## src/rtl/coherence_bus_ctrl.sv

```systemverilog
// Two-core snoopy coherence bus: arbitrates one RAM port among icaches/dcaches and sequences snoops.
// Define COH_STATS_EN to add the snoop_hits / snoop_total saturating counters.
module coherence_bus_ctrl #(
  parameter int CPUS      = 2,
  parameter int SNOOP_CYC = 1
) (
  input  logic                  CLK,
  input  logic                  nRST,
  input  logic [CPUS-1:0]       iREN,
  input  logic [CPUS-1:0][31:0] iaddr,
  output logic [CPUS-1:0]       iwait,
  output logic [CPUS-1:0][31:0] iload,
  input  logic [CPUS-1:0]       dREN,
  input  logic [CPUS-1:0]       dWEN,
  input  logic [CPUS-1:0][31:0] daddr,
  input  logic [CPUS-1:0][31:0] dstore,
  output logic [CPUS-1:0]       dwait,
  output logic [CPUS-1:0][31:0] dload,
  input  logic [CPUS-1:0]       cctrans,
  input  logic [CPUS-1:0]       ccwrite,
  output logic [CPUS-1:0]       ccwait,
  output logic [CPUS-1:0]       ccinv,
  output logic [CPUS-1:0][31:0] ccsnoopaddr,
  output logic                  ramREN,
  output logic                  ramWEN,
  output logic [31:0]           ramaddr,
  output logic [31:0]           ramstore,
  input  logic [31:0]           ramload,
  input  logic [1:0]            ramstate
`ifdef COH_STATS_EN
  ,
  output logic [31:0]           snoop_hits,
  output logic [31:0]           snoop_total
`endif
);

  localparam int CW = (SNOOP_CYC > 1) ? $clog2(SNOOP_CYC) : 1;
  localparam logic [CW-1:0] CNT_LAST = CW'(SNOOP_CYC - 1);
  localparam logic [1:0] RAM_ACCESS = 2'd2;

  typedef enum logic [2:0] {IDLE, SNOOP, SUP1, SUP2, LD1, LD2, WB, IFETCH} state_t;

  state_t        state, next_state;
  logic [CW-1:0] cnt, next_cnt;
  logic          req, next_req;
  logic [31:3]   blk, next_blk;
  logic          inv, next_inv;
  logic          rr_d, next_rr_d;
  logic          rr_i, next_rr_i;

  logic            peer, access, snoop_end, peer_dirty, gnt;
  logic [CPUS-1:0] coh_req, wb_req;

  assign peer       = ~req;
  assign access     = (ramstate == RAM_ACCESS);
  assign coh_req    = dREN & cctrans;
  assign wb_req     = dWEN & ~cctrans;
  assign snoop_end  = (state == SNOOP) && (cnt == CNT_LAST);
  assign peer_dirty = cctrans[peer] & ccwrite[peer];

  // Round-robin pick: a lone requester wins, a tie goes to the core the rr bit points at.
  function automatic logic pick(input logic [CPUS-1:0] v, input logic pri);
    return (v == 2'b11) ? pri : v[1];
  endfunction

  always_ff @(posedge CLK or negedge nRST) begin
    if (!nRST) begin
      state <= IDLE;
      cnt   <= '0;
      req   <= 1'b0;
      blk   <= '0;
      inv   <= 1'b0;
      rr_d  <= 1'b0;
      rr_i  <= 1'b0;
    end else begin
      state <= next_state;
      cnt   <= next_cnt;
      req   <= next_req;
      blk   <= next_blk;
      inv   <= next_inv;
      rr_d  <= next_rr_d;
      rr_i  <= next_rr_i;
    end
  end

  always_comb begin
    next_state  = state;
    next_cnt    = cnt;
    next_req    = req;
    next_blk    = blk;
    next_inv    = inv;
    next_rr_d   = rr_d;
    next_rr_i   = rr_i;
    gnt         = 1'b0;
    iwait       = '1;
    dwait       = '1;
    iload       = '0;
    dload       = '0;
    ccwait      = '0;
    ccinv       = '0;
    ccsnoopaddr = '0;
    ramREN      = 1'b0;
    ramWEN      = 1'b0;
    ramaddr     = '0;
    ramstore    = '0;
    case (state)
      IDLE: begin
        if (|coh_req) begin
          gnt        = pick(coh_req, rr_d);
          next_req   = gnt;
          next_blk   = daddr[gnt][31:3];
          next_inv   = ccwrite[gnt];
          next_cnt   = '0;
          next_state = SNOOP;
        end else if (|wb_req) begin
          gnt        = pick(wb_req, rr_d);
          next_req   = gnt;
          next_state = WB;
        end else if (|iREN) begin
          gnt        = pick(iREN, rr_i);
          next_req   = gnt;
          next_state = IFETCH;
        end
      end
      SNOOP: begin
        ccwait[peer]      = 1'b1;
        ccsnoopaddr[peer] = {blk, 3'b000};
        ccinv[peer]       = inv;
        if (snoop_end) next_state = peer_dirty ? SUP1 : LD1;
        else           next_cnt   = cnt + 1'b1;
      end
      // Peer's dirty word goes to the requester and to RAM in the same transfer.
      SUP1, SUP2: begin
        ccwait[peer]      = 1'b1;
        ccsnoopaddr[peer] = {blk, 3'b000};
        ccinv[peer]       = inv;
        ramWEN            = 1'b1;
        ramaddr           = daddr[peer];
        ramstore          = dstore[peer];
        dload[req]        = dstore[peer];
        if (access) begin
          dwait[req]  = ~dREN[req];
          dwait[peer] = 1'b0;
          if (state == SUP1) begin
            next_state = SUP2;
          end else begin
            next_state = IDLE;
            next_rr_d  = peer;
          end
        end
      end
      LD1, LD2: begin
        ramREN     = 1'b1;
        ramaddr    = daddr[req];
        dload[req] = ramload;
        if (access) begin
          dwait[req] = ~dREN[req];
          if (state == LD1) begin
            next_state = LD2;
          end else begin
            next_state = IDLE;
            next_rr_d  = peer;
          end
        end
      end
      WB: begin
        ramWEN   = 1'b1;
        ramaddr  = daddr[req];
        ramstore = dstore[req];
        if (access) begin
          dwait[req] = 1'b0;
          next_state = IDLE;
          next_rr_d  = peer;
        end
      end
      IFETCH: begin
        ramREN     = 1'b1;
        ramaddr    = iaddr[req];
        iload[req] = ramload;
        if (access) begin
          iwait[req] = 1'b0;
          next_state = IDLE;
          next_rr_i  = peer;
        end
      end
      default: next_state = IDLE;
    endcase
  end

`ifdef COH_STATS_EN
  // Every snoop resolution counts toward the total; dirty hits also count as hits.
  always_ff @(posedge CLK or negedge nRST) begin
    if (!nRST) begin
      snoop_hits  <= '0;
      snoop_total <= '0;
    end else if (snoop_end) begin
      if (snoop_total != 32'hFFFF_FFFF) snoop_total <= snoop_total + 32'd1;
      if (peer_dirty && (snoop_hits != 32'hFFFF_FFFF)) snoop_hits <= snoop_hits + 32'd1;
    end
  end
`endif

endmodule

```

## config.mk

```make
export PLATFORM = sky130hd
export DESIGN_NAME = coherence_bus_ctrl
export DESIGN_NICKNAME = d
export VERILOG_FILES = /design/src/rtl/coherence_bus_ctrl.sv
export SDC_FILE = /design/constraint.sdc
export NUM_CORES = 1
export LEC_CHECK = 0
export ABC_AREA = 1
export BUFFER_PORTS_ARGS = -buffer_cell sky130_fd_sc_hd__buf_2
export CAP_MARGIN = 0
export CORE_AREA = 2 2 197 199
export CTS_CLUSTER_DIAMETER = 200
export CTS_CLUSTER_SIZE = 8
export DETAILED_ROUTE_END_ITERATION = 16
export DIE_AREA = 0 0 199 201
export MAX_ROUTING_LAYER = met4
export PLACE_DENSITY = 0.46
export SLEW_MARGIN = 25
export SYNTH_ARGS = -nofsm -noshare
export SYNTH_HDL_FRONTEND = slang
export SYNTH_SLANG_ARGS = --single-unit
```

## constraint.sdc

```tcl
create_clock -name CLK -period 2.75 [get_ports CLK]
set_input_delay 0.1375 -clock CLK [delete_from_list [all_inputs] [get_ports CLK]]
set_output_delay 0.1375 -clock CLK [all_outputs]
set_load 0.01 [all_outputs]
```

==> summary.txt, run 1 <==
Seq/Total Area, Yosys -> 14.18%
Synthesized cell area -> 6528 um2
Cell Rows -> 72
Critical path launch point type -> flop
Top_reg_cell synth -> dfrtp_1
Clock root buffer -> clkbuf_16
Register-to-register setup slack -> 820 ps
#FFs+latches synth -> 37
Mapped Cells -> 1307
Reg clk slew, reported paths -> 60 ps
Number of distinct library cells after synthesis -> 29
Total GRT Usage -> 19.99%
Largest net degree at the start of global routing -> 70
Synth Warn # -> 0
Ports -> 504
Synth Area in Adders -> 0.7667%
Fin Clk Skew -> 3.759 ps
Worst EP required -> 2610 ps
WS Path Type -> reg2out
TNS Setup -> 0 ps
Final setup violation count -> 0
GR Util met1 -> 22.85%
Worst Path Arrival -> 2460 ps
Complex-gate fraction of the synthesized area -> 12.98%
Max-cap viol count -> 0
Busiest layer in global routing -> met2
Share of layout cells above drive strength 1 -> 31.70%
FMAX -> 385.4 MHz
Mux cell area share after synthesis -> 0%
Worst min path class -> in2reg
WL/cell -> 18.16 um
P&R area growth vs syn -> 47.50%
Worst-Skew Late Latency -> 280 ps
Via density -> 4.548
Die area -> 40000 um2
Number of enable flip-flop cells after synthesis -> 0
Clk sink count -> 37
Crit end category -> output pin
Initial Utilization -> 17.13%
Worst hold margin -> 118.5 ps
Total gr overflow -> 0
Tcrit/Tclk final -> 94.36%
Via count -> 10280
Worst relative slew slack -> 51.29%
DRC -> 0
CTS tree -> done
Slew Limit Fails -> 0
Number of global-route vias before repair -> 9627
M3 GR Usage -> 2.755%
Count of input and output buffers -> 497
TritonCTS Buffers -> 5
DR iter-0 viols -> 543
Post-route minimum period -> 2595 ps
Die width -> 199 um
Clk buf depth -> 2
Largest family of logic cells by synthesized area -> simple AND/OR/NAND/NOR gates
Unrepaired setup endpoints after global routing -> no
Post-Synth XOR/XNOR Area -> 0%
Synth Area in Simple Gates -> 56.03%
Initial antenna violation count -> 10
Status -> completed
P_leak -> 5.943 nW
Worst Path Max Fanout -> 30
Pwr Density -> 950.5 nW/um2
Slew of the pin with the lowest slew margin -> 730.7 ps
VDD IR max -> 0.0005080 V
TritonRoute pass-1 iters -> 5
Placer Congestion -> 0.9262
Fin. Hold Viols -> 0
Post-route ant nets -> 0
CORE AREA -> 38110 um2
Nets@finish -> 1979
Htree depth -> 2
GR Util met2 -> 35.78%
Die H -> 201 um
Hpwl dp -> 32870 um
Ys async rst share -> 100.0%
Final WL -> 41050 um
Syn_area_per_cell -> 4.994 um2
FILL cells -> 4488
First-pass GRT wire length -> 59120 um
kinds of logic (layout without fill, tap and decap cells):
group                    count (synthesis)  after routing
AND/OR/NAND/NOR                        894            894
flip-flops                              37             37
buffers and inverters                  229            655
adder cells (fa/ha/maj)                  4              4
AO/OA/AOI/OAI                          142            142
other                                    1             11
metrics by stage:
step	instance area, um2	total power [mW]	setup WS (ps)	instances	utilization (%)
global route	9628	10.03	3.724	2261	25.27
CTS	9612	9.283	124.8	2256	25.22
global placement	9412	8.457	463.1	2247	24.70
detailed placement	9412	8.479	442.5	2247	24.70
floorplan	6546	5.660	973.4	1312	-
finish	9628	9.151	155.1	2261	25.27
layer usage:
| metal | vias up | part of all wire, % |
|---|---|---|
| met2 | 469 | 50 |
| met1 | 4762 | 40 |
| met3 | 54 | 6.5 |
| met5 | - | 0 |
| met4 | 0 | 2.6 |
| li1 | 4999 | - |
flip-flops by register name (all words and copies together) (netlist names):
name / count
state: 3
req: 1
inv: 1
rr_d: 1
rr_i: 1
blk: 29
cnt: 1
worst max-delay path: stages, from the launching register on:
cell	delay, ps
dfrtp_1	490
inv_2	250
ha_1	260
inv_1	80
nor2_4	110
buf_4	370
nand2_1	180
a21oi_1	210
buf_2	170
where the power goes:
group	switching, mW	internal, mW
sequential	0.248	0.816
clock	0.248	0.519
combinational	4.97	2.35
total	5.47	3.68
cells in the final DEF, fill, tap and decap left out, types with 6 or more instances in the layout:
cell type,n
inv_1,117
a31oi_1,30
a21oi_1,66
buf_12,7
buf_4,18
buf_2,497
nor2_1,100
nand3_1,140
a22oi_1,32
o21ai_0,7
inv_2,6
dfrtp_1,36
nand2_1,577
conb_1,6
nor3_1,65
cell type report:
cell class | count | area [um2] | area share (%)
Timing Repair Buffer | 523 | 2773 | 28.80
Tap cell | 518 | 648.1 | 6.732
Clock buffer | 5 | 125.1 | 1.300
Clock inverter | 3 | 65.06 | 0.6758
Inverter | 124 | 470.5 | 4.886
Antenna cell | 5 | 12.51 | 0.1300
Multi-Input combinational cell | 1046 | 4604 | 47.82
Sequential cell | 37 | 929.6 | 9.656
path summary, 6_finish.rpt:
path	start	endpoint	cells past startpoint
setup reg to reg	state[2]	state[2]	9
max in group asynchronous	nRST	state[1]	3
setup / recovery	state[2]	dload[23]	8
hold / removal	ccwrite[1]	inv	3
min in group asynchronous	nRST	blk[11]	2
hold reg to reg	cnt	cnt	2
timing repair:
item                                    in CTS  in global routing
endpoints found under the hold margin       26                  0
hold buffers                                 1                  0
resized for setup                            0                  1
buffers inserted                             0                  0
endpoints found under the setup margin       0                  1
cells in the mapped netlist (9+ instances only):
| cell type | count | share of area [%] |
|---|---|---|
| nand2_1 | 577 | 33 |
| buf_4 | 16 | 1.8 |
| a21oi_1 | 67 | 5.1 |
| buf_6 | 9 | 1.6 |
| dfrtp_1 | 37 | 14 |
| nor3_1 | 65 | 5.0 |
| clkbuf_1 | 27 | 1.6 |
| nor2_1 | 100 | 5.8 |
| inv_1 | 117 | 6.7 |
| nand3_1 | 140 | 11 |
| buf_2 | 45 | 3.5 |
| a31oi_1 | 30 | 2.9 |
| a22oi_1 | 32 | 3.7 |
Power figures use the tool's default switching activity.
==> run 2: changes to the inputs <==
--- a/config.mk
+++ b/config.mk
@@ -6,15 +6,15 @@
 export NUM_CORES = 1
 export LEC_CHECK = 0
 export ABC_AREA = 1
-export BUFFER_PORTS_ARGS = -buffer_cell sky130_fd_sc_hd__buf_2
 export CAP_MARGIN = 0
-export CORE_AREA = 2 2 197 199
+export CORE_AREA = 2 2 198 200
 export CTS_CLUSTER_DIAMETER = 200
 export CTS_CLUSTER_SIZE = 8
 export DETAILED_ROUTE_END_ITERATION = 16
-export DIE_AREA = 0 0 199 201
+export DIE_AREA = 0 0 200 202
+export DONT_BUFFER_PORTS = 1
 export MAX_ROUTING_LAYER = met4
-export PLACE_DENSITY = 0.46
+export PLACE_DENSITY = 0.36
 export SLEW_MARGIN = 25
 export SYNTH_ARGS = -nofsm -noshare
 export SYNTH_HDL_FRONTEND = slang
==> constraint.sdc (replaced) <==
create_clock -name CLK -period 2.2 [get_ports CLK]
set_input_delay 0.11 -clock CLK [delete_from_list [all_inputs] [get_ports CLK]]
set_output_delay 0.11 -clock CLK [all_outputs]
set_load 0.01 [all_outputs]
==> run 2 against run 1 <==
The flow now finishes with violations (hold timing); via count decreased by 10%; die area rose by 1.0%; routed wire length down 3.0%; total power increased by 27%; first-iteration DRC count unchanged; register-to-register slack got worse by 720 ps; sequential cell count unchanged; clock skew up 4.5 ps; clock-buffer cell count up 1; utilization shrank 2.1 points; setup slack got worse by 53 ps.
==> summary.txt, run 2 (synthesis gave the netlist of run 1 again) <==
TritonCTS Buffers -> 5
Status -> finished, violations left
Final WL -> 39830 um
Clock root buffer -> clkbuf_16
P_leak -> 4.559 nW
Switching share of power -> 59.35%
Cell Rows -> 72
Initial antenna violation count -> 0
First-pass GRT wire length -> 54930 um
CP startpoint -> state[1]
CTS tree -> done
Crit end category -> flop
Fin. Hold Viols -> 1
WS Path Type -> reg2reg
Post-route insts no fill -> 1936
Total gr overflow -> 0
Launching point of the worst reg2reg path -> state[1]
Top reg by flops -> blk
Leading cell types in the layout, fill and taps excluded -> 577 x nand2_1, 140 x nand3_1, 122 x buf_4, 117 x inv_1, 92 x nor2_1
Hpwl dp -> 29910 um
Fin Clk Skew -> 8.279 ps
Critical path launch point type -> flop
Clk buf depth -> 2
Layout Utilization -> 23.14%
Slew of the pin with the lowest slew margin -> 504.3 ps
Htree depth -> 2
Final setup violation count -> 0
CORE AREA -> 38290 um2
Worst relative slew slack -> 66.38%
Biggest regs -> blk: 29 flops, state: 3 flops
Reg2reg end -> blk[19]
P&R area growth vs syn -> 35.75%
Pwr Total -> 11.65 mW
Ant. Diodes -> 0
WL/cell -> 20.57 um
Die width -> 200 um
Tcrit/Tclk final -> 95.34%
Share of layout cells above drive strength 1 -> 12.98%
Pwr Density -> 1315 nW/um2
Worst EP required -> 2430 ps
Gate power share -> 81.6%
R2R cell count -> 9
Clk sink count -> 37
DR iter-0 viols -> 543
Placement Setup Slack -> 296.5 ps
P_int -> 4.737 mW
Slew Limit Fails -> 0
Worst Path Max Fanout -> 30
Largest net degree at the start of global routing -> 91
Total GRT Usage -> 18.55%
Die H -> 202 um
Max reg flops -> 29
Via count -> 9207
Clock power share -> 7.6%
Worst min path class -> in2reg
Register-to-register setup slack -> 100 ps
Via density -> 4.756
Worst Path Arrival -> 2330 ps
Post-route ant nets -> 0
Reg clk slew, reported paths -> 60 ps
Most common cell after layout, fill and taps aside -> nand2_1
Cells after DPL -> 1864
Worst hold margin -> -21.16 ps
Critical path destination -> blk[19]
Max-cap viol count -> 0
Ports -> 504
Die area -> 40400 um2
Psw -> 6.917 mW
Unrepaired setup endpoints after global routing -> yes
FMAX -> 476.8 MHz
TritonRoute pass-1 iters -> 5
HP Start -> daddr[29]
TNS Setup -> 0 ps
Final worst slack -> 102.5 ps
VDD IR max -> 0.0004743 V
Reg power frac -> 10.8%
Worst-Skew Late Latency -> 290 ps
Failing checks -> hold timing
Initial Utilization -> 17.05%
DRC -> 0
Post-route minimum period -> 2097 ps
Nets@finish -> 1659
Number of global-route vias before repair -> 8708
Count of input and output buffers -> 0
Placer Congestion -> 0.8788
[run 2: cell type report]
cell class	instances	area [um2]
Inverter	124	478.0
Clock inverter	2	37.54
Fill cell	4495	29430
Multi-Input combinational cell	1046	4638
Timing Repair Buffer	203	1989
Tap cell	518	648.1
Sequential cell	37	930.9
Clock buffer	6	138.9
[run 2: worst min path at each step]
stage / end / slack (ps) / depth (start not counted)
detailed placement: blk[14] / -180 / 0
finish: blk[29] / -20 / 2
global placement: blk[14] / -180 / 0
floorplan: blk[10] / -190 / 0
global route: blk[24] / 30 / 2
CTS: blk[24] / 4 / 2
[run 2: worst max-delay path, stage by stage, from the launching register on]
cell	delay, ps
dfrtp_1	410
buf_4	180
nor2_4	130
nand2_2	100
nor2_4	110
buf_12	130
clkbuf_16	210
nor2_1	60
a31oi_1	140
dlygate4sd3_1	560
[run 2: metrics by stage]
stage	cell area (um2)	hold slack, ps
floorplan	6546	-185.6
global placement	7893	-183.9
detailed placement	7893	-184.3
CTS	8693	3.721
global route	8861	34.79
finish	8861	-21.16
[run 2: what timing repair did]
action,4_1_cts,5_1_grt
buffers inserted,0,1
gates cloned,0,4
pin swaps,0,1
resized for setup,2,19
endpoints found under the hold margin,67,0
endpoints found under the setup margin,4,67
hold buffers,60,0
[run 2: power by group through the flow]
stage	combinational [mW]	sequential (mW)	clock (mW)
after floorplan	5.88	1.20	0
after global placement	8.68	1.26	0
after detailed placement	8.68	1.27	0
after CTS	9.23	1.26	0.929
after global routing	10.5	1.31	0.944
final	9.51	1.26	0.884
[run 2: per-layer routing]
layer | share of wire, % | track usage (%)
met1 | 39 | 20.94
met5 | 0 | -
met2 | 48 | 30.92
met3 | 8.4 | 3.921
met4 | 4.9 | 9.153
